--- src/rtl/pc_sequencer.sv ---
// PC stage: holds the PC, fetches from imem, handles stall/redirect/halt.
// Optional macro: PC_ALIGN_CHECK_EN traps misaligned redirects to HALTED.
module pc_sequencer #(
  parameter int             n        = 32,
  parameter logic [n-1:0]   RESET_PC = '0
) (
  input  logic         clk,
  input  logic         reset,
  input  logic         stall,
  input  logic         halt,
  input  logic         redirect_valid,
  input  logic [n-1:0] redirect_pc,
  output logic         imem_req,
  output logic [n-1:0] imem_addr,
  input  logic         imem_ready,
  output logic [n-1:0] pc,
  output logic         fetch_valid,
  output logic [n-1:0] fetch_pc,
  output logic [31:0]  fetch_count,
  output logic         halted,
  output logic         fault
);

  typedef enum logic [1:0] {
    S_BOOT,
    S_REQ,
    S_HALTED
  } state_t;

  state_t         r_state;
  logic [n-1:0]   r_pc;
  logic           r_req;
  logic           r_fv;
  logic [n-1:0]   r_fpc;
  logic [31:0]    r_cnt;
  logic           r_halted;
  logic [n-1:0]   w_inc;

  assign w_inc = r_pc + n'(4);

`ifdef PC_ALIGN_CHECK_EN
  logic r_fault;
  logic w_misal;
  assign w_misal = (redirect_pc[1:0] != 2'b00);
  assign fault   = r_fault;
`else
  logic [n-1:0] w_tgt;
  // low two bits are dropped so the PC stays word-aligned
  assign w_tgt = redirect_pc & ~{{(n-2){1'b0}}, 2'b11};
  assign fault = 1'b0;
`endif

  always_ff @(posedge clk or posedge reset) begin
    if (reset) begin
      r_state  <= S_BOOT;
      r_pc     <= RESET_PC;
      r_req    <= 1'b0;
      r_fv     <= 1'b0;
      r_fpc    <= '0;
      r_cnt    <= '0;
      r_halted <= 1'b0;
`ifdef PC_ALIGN_CHECK_EN
      r_fault  <= 1'b0;
`endif
    end else begin
      r_fv <= 1'b0;
      unique case (r_state)
        S_BOOT, S_REQ: begin
          if (halt) begin
            r_state  <= S_HALTED;
            r_req    <= 1'b0;
            r_halted <= 1'b1;
          end else if (redirect_valid) begin
`ifdef PC_ALIGN_CHECK_EN
            if (w_misal) begin
              r_state  <= S_HALTED;
              r_req    <= 1'b0;
              r_halted <= 1'b1;
              r_fault  <= 1'b1;
            end else begin
              r_pc    <= redirect_pc;
              r_state <= S_REQ;
              r_req   <= 1'b1;
            end
`else
            r_pc    <= w_tgt;
            r_state <= S_REQ;
            r_req   <= 1'b1;
`endif
          end else if (r_state == S_BOOT) begin
            r_state <= S_REQ;
            r_req   <= 1'b1;
          end else if (stall) begin
            r_state <= S_REQ;
          end else if (imem_ready) begin
            r_fpc <= r_pc;
            r_pc  <= w_inc;
            r_cnt <= r_cnt + 32'd1;
            r_fv  <= 1'b1;
          end
        end
        S_HALTED: begin
          r_req    <= 1'b0;
          r_halted <= 1'b1;
        end
        default: begin
          r_state <= S_BOOT;
          r_req   <= 1'b0;
        end
      endcase
    end
  end

  assign pc          = r_pc;
  assign imem_addr   = r_pc;
  assign imem_req    = r_req;
  assign fetch_valid = r_fv;
  assign fetch_pc    = r_fpc;
  assign fetch_count = r_cnt;
  assign halted      = r_halted;

endmodule

--- config.mk ---
export PLATFORM = sky130hd
export DESIGN_NAME = pc_sequencer
export DESIGN_NICKNAME = d
export VERILOG_FILES = /design/src/rtl/pc_sequencer.sv
export SDC_FILE = /design/constraint.sdc
export NUM_CORES = 1
export LEC_CHECK = 0
export CAP_MARGIN = 20
export CORE_ASPECT_RATIO = 0.6
export CORE_MARGIN = 8
export CORE_UTILIZATION = 45
export DETAILED_ROUTE_END_ITERATION = 10
export GPL_TIMING_DRIVEN = 1
export PLACE_DENSITY = 0.84
export SKIP_LAST_GASP = 1
export SLEW_MARGIN = 20
export SYNTH_ARGS = -nofsm -noshare
export SYNTH_HDL_FRONTEND = slang
export SYNTH_SLANG_ARGS = --single-unit
export TNS_END_PERCENT = 20
--- constraint.sdc ---
create_clock -name clk -period 4.4 [get_ports clk]
set_input_delay 0.66 -clock clk [delete_from_list [all_inputs] [get_ports clk]]
set_output_delay 0.66 -clock clk [all_outputs]
set_load 0.02 [all_outputs]
; Word-level counts from Yosys, hierarchy flattened
; Cells that the tools add are included.
[totals]
regBits = 101
in_bits = 38
output_inout_bits = 132
word_cells = 50
[op_classes]
addsub = 2
eq_ne = 7
n_mux = 21
bitwise = 5
reduce_logical = 8
[ops]
columns = operator, count
row1 = $mux 32, 4
row2 = $add 32x1->32 const B, 1
row3 = $add 32x3->32 const B, 1
row4 = $mux 1, 11
row5 = $mux 2, 4
row6 = $reduce_and 6->1, 1
row7 = $ne 5x5->1 const B, 1
row8 = $not 1->1, 5
row9 = $reduce_and 5->1, 1
row10 = $ne 2x2->1 const B, 2
row11 = $ne 4x4->1 const B, 1
row12 = $pmux 2 s2, 1
row13 = $reduce_and 2->1, 2
row14 = $reduce_bool 2->1, 2
row15 = $eq 2x1->1 const B, 1
row16 = $eq 2x2->1 const B, 1
row17 = $logic_not 2->1, 1
row18 = $ne 2x1->1 const B, 1
row19 = $pmux 1 s2, 1
row20 = $reduce_or 2->1, 1

; Depth between registers and ports, before layout
; Gate-level depths: netlist of the first run.
[logic_depth]
depth_word = 6
mapped_depth = 7
ltp_nobuf = 6

; Worst setup path after synthesis of the first run
; Ideal clock, no wire load.
[synth_path]
path_kind = input to register
start = input port halt
end = register r_cnt[1], in the netlist fetch_count[1]
setup_time_ns = 0.125
t_arrival_ns = 2.020
t_required_ns = 4.275
path_slack_ns = 2.255
cell_stages = 5
n_path_buf = 2
cell_sequence = or4b_4 -> nor2_1 -> buf_4 -> buf_6 -> mux2_2
[synth_via]
elab_chain_cells = 2
[synth_lines]
columns = item, line
row1 = from (decl), 10  ; input logic halt,
row2 = $not 1->1 (no source line), n/a
row3 = $reduce_and 6->1 (no source line), n/a
row4 = to (signal assigned), 98  ; r_cnt <= r_cnt + 32'd1;
row5 = to (decl), 35  ; logic [31:0] r_cnt;
; Every way passes these cells.
; A chain may end at the register's enable or synchronous reset.

; Worst setup path after layout of the first run
[layout_path]
start = input port halt
end = register r_pc[24], in the netlist imem_addr[24]
[layout_via]
elab_chain_cells = 2
[layout_lines]
columns = item, line
row1 = $not 1->1 (no source line), n/a
row2 = $reduce_and 5->1 (no source line), n/a
row3 = to (signal assigned), 86  ; r_pc <= w_tgt;
row4 = to (signal assigned), 97  ; r_pc <= w_inc;
row5 = to (decl), 31  ; logic [n-1:0] r_pc;
; Every way passes these cells.

==> results.rst, run 1 <==
.. list-table::
   :header-rows: 1

   * - Metric
     - Value
   * - Result of the run
     - completed
   * - Clk buf depth
     - 2
   * - Number of port buffers
     - 160
   * - Post-layout worst setup margin
     - 1.56 ns
   * - Iteration-0 DRC Markers
     - 211
   * - I/O pin cnt
     - 170
   * - Overall global routing resource usage
     - 19.0%
   * - Register area share after synthesis
     - 48.5%
   * - Number of gates resized after CTS
     - 0
   * - Total instance count after detailed placement
     - 735
   * - Total Nets Final
     - 647
   * - Total Wirelength
     - 14100 um
   * - Highest Clock Rate
     - 352 MHz
   * - Worst stage delay on the critical path
     - 0.63 ns
   * - Worst path slowest cell
     - sky130_fd_sc_hd__or4b_4
   * - Gpl congestion
     - 0.836
   * - Worst-path maximum fanout
     - 22
   * - Worst hold path type
     - reg -> reg
   * - Most frequent CP cell
     - sky130_fd_sc_hd__nor3_1
   * - Startpoint class of the critical path
     - input pin
   * - Number of vias in the routed layout
     - 4244
   * - Leakage power of the design
     - 2.88 nW
   * - Dominant register cell in the synthesized netlist
     - sky130_fd_sc_hd__dfrtp_1
   * - Total power per unit cell area
     - 463 nW/um^2
   * - Minimum period implied by the final worst setup slack
     - 2.84 ns
   * - Count of final hold-check violations
     - 0
   * - Count of TritonRoute iterations in the first routing pass
     - 5
   * - Count of final setup violators
     - 0
   * - Mapped Cells
     - 482
   * - Number of global-route vias before repair
     - 4265
   * - Top cells by area in the synthesized netlist
     - sky130_fd_sc_hd__dfrtp_1 49%, sky130_fd_sc_hd__mux2_2 7.0%, sky130_fd_sc_hd__buf_4 5.7%
   * - Setup TNS
     - 0 ns
   * - Clock edge transition at the registers on the reported setup and hold paths
     - 0.07 ns
   * - Slew Viols, Final
     - 0
   * - Pin count of the biggest net entering global routing
     - 67
   * - Ys async rst share
     - 100%
   * - Height of the chip
     - 97.7 um
   * - FF+latch count, synth
     - 97
   * - Share of layout cells above drive strength 1
     - 12.1%
   * - Relative max-transition margin
     - 37.4%
   * - Core area
     - 10700 sq um
   * - Most common cell after layout, fill and taps aside
     - sky130_fd_sc_hd__clkdlybuf4s50_1
   * - Clock tree root buffer cell
     - sky130_fd_sc_hd__clkbuf_16
   * - Placement Setup Slack
     - 1.17 ns
   * - Global route overflow
     - 0
   * - H-tree depth
     - 3
   * - Cell row count
     - 29
   * - Setup Buffers After CTS
     - 0
   * - Antenna violations before repair
     - 0
   * - Max capacitance violation total
     - 0
   * - Largest area contributor in the synthesized netlist
     - sky130_fd_sc_hd__dfrtp_1
   * - Class of the most critical setup path
     - in -> reg
   * - Critical Path Sink Type
     - flop
   * - Number of synthesized flops with an enable pin
     - 0
   * - TritonCTS buffer count
     - 9
   * - Horizontal die dimension
     - 152 um
   * - Wire length of the first global-routing pass
     - 23100 um
   * - Antenna Diode Count
     - 0
   * - Top library cells by usage in the layout, fill and taps aside
     - 159 x sky130_fd_sc_hd__clkdlybuf4s50_1, 97 x sky130_fd_sc_hd__dfrtp_1, 36 x sky130_fd_sc_hd__nand2_1
   * - Clock skew after layout
     - 0.00684 ns
   * - CP Data Required Time
     - 4.61 ns
   * - Hold-fix buffer count after cts
     - 0
   * - Cell area after synthesis
     - 5000 sq um
   * - Drc violations
     - 0
   * - Total power draw
     - 3.12 mW
   * - WL/cell
     - 18.8 um
   * - Initial core utilization
     - 46.7%
   * - Post-Synthesis Mean Instance Area
     - 10.4 sq um
   * - Vias per cell
     - 5.65
   * - Final cycle utilization of the critical path
     - 64.7%
   * - Data arrival, critical path
     - 3.06 ns
   * - Critical-path cell list
     - clkdlybuf4s50_1 -> or4b_4 -> nor2_4 -> buf_4 -> nand3_1 -> nor3_1 -> nor3_1
   * - Worst IR drop on VDD
     - 0.314 mV
   * - TritonCTS Sinks
     - 97
   * - Growth of design area from synthesis to finish
     - 35.0%
   * - Share of Yosys cell area claimed by the top area cell type
     - 48.5%
   * - TritonCTS clock tree
     - yes
   * - Latest clock arrival within the worst-skew pair
     - 0.34 ns
   * - Count of non-filler cells in the finished layout
     - 751
   * - Slew of the pin with the lowest slew margin
     - 0.938 ns
   * - Library cells used by synthesis
     - 56
   * - DP HPWL
     - 10400 um
   * - Synthesis warning total
     - 0
   * - Setup repair after global routing missed its margin
     - false
   * - Number of antenna-violating nets in the routed design
     - 0
   * - Die area
     - 14900 sq um
==> kinds of logic after synthesis <==
| family | Yosys count | share of synthesized area, % |
|---|---|---|
| and+or+nand+nor | 168 | 18.9 |
| DFF | 97 | 48.5 |
| AOI/OAI and AO/OA | 81 | 10.7 |
| buffers and inverters | 68 | 8.35 |
| muxes | 34 | 7.58 |
| xor gates and xnor gates | 31 | 5.43 |
| adders and majority gates | 2 | 0.500 |
| other | 1 | 0.0749 |
==> Yosys cell counts (all sizes together), types with 3 or more instances <==
cell and count:
xor2 12, o21a 5, buf 47, dfrtp 97
nand4 14, nor3 22, nand3 24, nor4 8
a2bb2oi 7, inv 11, mux2 31, mux2i 3
nand2 36, o22a 3, clkbuf 10, o21ai 22
a22oi 3, and4 4, or2 3, a311oi 5
and3 10, a21oi 18, nor2 32, and2 6
a31oi 4, xnor2 19, nor2b 3
==> critical path: cells and delay by family <==
family | cells | cell delay [ns]
simple gates | 5 | 1.50
buf+inv | 2 | 0.89
==> report_power, final <==
part / total [mW] / switching (mW) / internal, mW
Combinational: 1.12 / 0.581 / 0.538
Sequential: 1.26 / 0.241 / 1.02
Clock: 0.741 / 0.355 / 0.386
Total: 3.12 / 1.18 / 1.95
==> cell type report <==
class / count / area (sq um)
clock buffers: 9 / 225
clock inverters: 7 / 52.6
repair buffers: 165 / 1640
well taps: 139 / 174
flip-flops and latches: 97 / 2430
multi-input cells: 323 / 2190
fillers: 838 / 3950
inverters: 11 / 43.8
==> worst paths after layout <==
path	start	to	slack, ns	cells past startpoint
hold reg to reg	fetch_count[31]	fetch_count[31]	0.48	1
max in group asynchronous	reset	fetch_count[0]	2.75	3
setup reg to reg	r_state[1]	imem_addr[24]	1.96	6
hold / removal	fetch_count[31]	fetch_count[31]	0.48	1
setup / recovery	halt	imem_addr[24]	1.56	7
min in group asynchronous	reset	fetch_count[25]	0.83	2
==> per-layer routing <==
metal  wire length (um)  GRT usage [%]  up-vias
met4                161           5.27        0
met3               1130           6.39       16
met2               6480           29.2      190
met1               6360           25.1     2114
li1                   -              -     1924
met5                  0              0        -
==> state kept, by name, indices dropped and copies added (netlist names) <==
name,flops
fetch_count,32
fetch_pc,30
imem_addr,30
r_state,2
fetch_valid,1
halted,1
imem_req,1
==> metrics by stage <==
stage          util [%]  cell area (sq um)  hold WS, ns
5_1_grt            63.1               6750        0.504
3_5_place_dp       60.5               6470        0.479
2_1_floorplan         -               5030        0.465
6_report           63.1               6750        0.479
3_3_place_gp       60.4               6460        0.457
4_1_cts            63.1               6750        0.493
(Power assumes the default switching activity.)
==> run 2, diff against run 1 <==
- clock period: 4.4 -> 3 ns (I/O delays scaled with it)
==> results.rst, run 2 (synthesis gave the netlist of run 1 again) <==
.. list-table::
   :header-rows: 1

   * - Metric
     - Value
   * - Clock tree root buffer cell
     - sky130_fd_sc_hd__clkbuf_16 (unchanged)
   * - Vias per cell
     - 5.54 (was 5.65)
   * - Number of antenna-violating nets in the routed design
     - 0 (unchanged)
   * - Total power per unit cell area
     - 682 nW/um^2 (was 463 nW/um^2)
   * - Gpl congestion
     - 0.853 (was 0.836)
   * - Worst hold path type
     - reg -> reg (unchanged)
   * - Fraction of power consumed by sequential logic
     - 39.8% (was 40.4%)
   * - Count of TritonRoute iterations in the first routing pass
     - 5 (unchanged)
   * - Largest register FFs
     - 32 (unchanged)
   * - Horizontal die dimension
     - 152 um (unchanged)
   * - Part of the total power dissipated in the clock network
     - 24.8% (was 23.7%)
   * - FF+latch area
     - 2430 sq um (unchanged)
   * - Number of vias in the routed layout
     - 4182 (was 4244)
   * - Pint
     - 2.94 mW (was 1.95 mW)
   * - Leakage power of the design
     - 2.93 nW (was 2.88 nW)
   * - Sw Ratio
     - 36.6% (was 37.7%)
   * - TritonCTS Sinks
     - 97 (unchanged)
   * - CP Data Required Time
     - 3.25 ns (was 4.61 ns)
   * - TritonCTS clock tree
     - yes (unchanged)
   * - Core area
     - 10700 sq um (unchanged)
   * - Number of gates resized after CTS
     - 0 (unchanged)
   * - Class of the most critical setup path
     - reg -> reg (was in -> reg)
   * - Area taken by multi-input logic gates
     - 2190 sq um (unchanged)
   * - Overall global routing resource usage
     - 19.6% (was 19.0%)
   * - Share of layout cells above drive strength 1
     - 12.5% (was 12.1%)
   * - Count of final setup violators
     - 0 (unchanged)
   * - Slew of the pin with the lowest slew margin
     - 0.856 ns (was 0.938 ns)
   * - Combinational group share of total power
     - 35.4% (was 35.8%)
   * - TritonCTS buffer count
     - 9 (unchanged)
   * - Setup TNS
     - 0 ns (unchanged)
   * - Setup repair after global routing missed its margin
     - false (unchanged)
   * - Iteration-0 DRC Markers
     - 237 (was 211)
   * - Data arrival, critical path
     - 2.62 ns (was 3.06 ns)
   * - Count of final hold-check violations
     - 0 (unchanged)
   * - I/O pin cnt
     - 170 (unchanged)
   * - Highest Clock Rate
     - 421 MHz
   * - Clock skew after layout
     - 0.00592 ns (was 0.00684 ns)
   * - Drc violations
     - 0 (unchanged)
   * - Top library cells by usage in the layout, fill and taps aside
     - 159 x sky130_fd_sc_hd__clkdlybuf4s50_1, 97 x sky130_fd_sc_hd__dfrtp_1, 36 x sky130_fd_sc_hd__nand2_1 (unchanged)
   * - Hold-fix buffer count after cts
     - 0 (unchanged)
   * - Worst-path maximum fanout
     - 8 (was 22)
   * - Antenna violations before repair
     - 0 (unchanged)
   * - Final cycle utilization of the critical path
     - 79.1%
   * - Total non-filler cell area in the finished layout
     - 6810 sq um (was 6750 sq um)
   * - Area of placed instances
     - 6510 sq um (was 6470 sq um)
   * - Most common cell after layout, fill and taps aside
     - sky130_fd_sc_hd__clkdlybuf4s50_1 (unchanged)
   * - Initial core utilization
     - 46.7% (unchanged)
   * - Global route overflow
     - 0 (unchanged)
   * - Startpoint class of the critical path
     - flop (was input pin)
   * - Number of global-route vias before repair
     - 4341 (was 4265)
   * - H-tree depth
     - 3 (unchanged)
   * - WL/cell
     - 19.1 um (was 18.8 um)
   * - Minimum period implied by the final worst setup slack
     - 2.37 ns
   * - Height of the chip
     - 97.7 um (unchanged)
   * - Cell row count
     - 29 (unchanged)
   * - Setup Buffers After CTS
     - 0 (unchanged)
   * - Relative max-transition margin
     - 42.5% (was 37.4%)
   * - Critical Path Sink Type
     - flop (unchanged)
   * - Result of the run
     - completed (unchanged)
   * - Die area
     - 14900 sq um (unchanged)
   * - Wire length of the first global-routing pass
     - 23800 um (was 23100 um)
   * - Total Wirelength
     - 14400 um (was 14100 um)
   * - Max capacitance violation total
     - 0 (unchanged)
   * - Number of fill cells in the layout
     - 859 (was 838)
   * - Growth of design area from synthesis to finish
     - 36.1% (was 35.0%)
   * - Clock edge transition at the registers on the reported setup and hold paths
     - 0.07 ns (about the same)
   * - DP HPWL
     - 10700 um (was 10400 um)
   * - Slew Viols, Final
     - 0 (unchanged)
   * - Worst IR drop on VDD
     - 0.532 mV (was 0.314 mV)
   * - Latest clock arrival within the worst-skew pair
     - 0.34 ns (about the same)
   * - Pin count of the biggest net entering global routing
     - 53 (was 67)
   * - Antenna Diode Count
     - 0 (unchanged)
   * - Clk buf depth
     - 2 (unchanged)
   * - Total Nets Final
     - 651 (was 647)
   * - Sw power
     - 1.70 mW (was 1.18 mW)
   * - Number of port buffers
     - 160 (unchanged)
-- run 2: cell count changes in the layout (fill, tap and decap cells not counted), sizes merged --
cell / previous run / this run
bufinv: 0 / 1
clkinvlp: 4 / 1
buf: 6 / 10
clkbuf: 9 / 10
clkinv: 1 / 2
-- run 2: final timing paths --
path / startpoint / depth (start not counted) / to / slack, ns
worst max register to register: imem_addr[3] / 6 / imem_addr[20] / 0.63
worst max-delay path: imem_addr[3] / 6 / imem_addr[20] / 0.63
worst min register to register: fetch_count[31] / 1 / fetch_count[31] / 0.48
min in group asynchronous: reset / 2 / fetch_count[31] / 0.57
max in group asynchronous: reset / 3 / imem_addr[11] / 1.76
worst min-delay path: fetch_count[31] / 1 / fetch_count[31] / 0.48
-- run 2: metrics by stage --
step / utilization, % / power, mW / worst slack (ns) / cells / hold slack (ns)
2_1_floorplan: - / 2.80 / 0.0163 / 488 / 0.465
4_1_cts: 63.6 / 4.68 / 0.683 / 755 / 0.498
6_report: 63.6 / 4.64 / 0.627 / 755 / 0.481
3_5_place_dp: 60.9 / 3.51 / 0.433 / 739 / 0.485
3_3_place_gp: 60.9 / 3.47 / 0.468 / 739 / 0.457
5_1_grt: 63.6 / 4.88 / 0.486 / 755 / 0.517
-- run 2: cell type report --
| type | instances | share of cell area [%] |
|---|---|---|
| clock buffer | 10 | 3.36 |
| multi-input combinational | 323 | 32.2 |
| clock inverter | 6 | 0.956 |
| timing repair buffer | 169 | 24.6 |
| tap | 139 | 2.55 |
| sequential | 97 | 35.7 |
| inverter | 11 | 0.643 |
-- run 2: worst max-delay path, cell delays in order, from the launching register on --
cell and delay, ns:
sky130_fd_sc_hd__dfrtp_1 0.50, sky130_fd_sc_hd__ha_1 0.27, sky130_fd_sc_hd__nand3_1 0.14, sky130_fd_sc_hd__nor3_1 0.73
sky130_fd_sc_hd__and3_1 0.33, sky130_fd_sc_hd__o21ai_0 0.09, sky130_fd_sc_hd__a22oi_1 0.23
-- run 2: routing by layer --
layer / wire length, um / vias to the layer above / global-route usage [%] / share of wire, %
li1: - / 1935 / - / -
met3: 1180 / 15 / 7.15 / 8.2
met2: 6590 / 183 / 31.3 / 46
met4: 172 / 0 / 4.89 / 1.2
met5: 0 / - / 0 / 0
met1: 6470 / 2049 / 24.8 / 45
-- run 2: power by group through the flow --
stage               registers [mW]  clock network, mW  logic (mW)
floorplan                     2.00                  0       0.800
global placement              1.84                  0        1.63
detailed placement            1.86                  0        1.65
CTS                           1.84               1.18        1.66
global route                  1.90               1.23        1.75
finish                        1.85               1.15        1.64
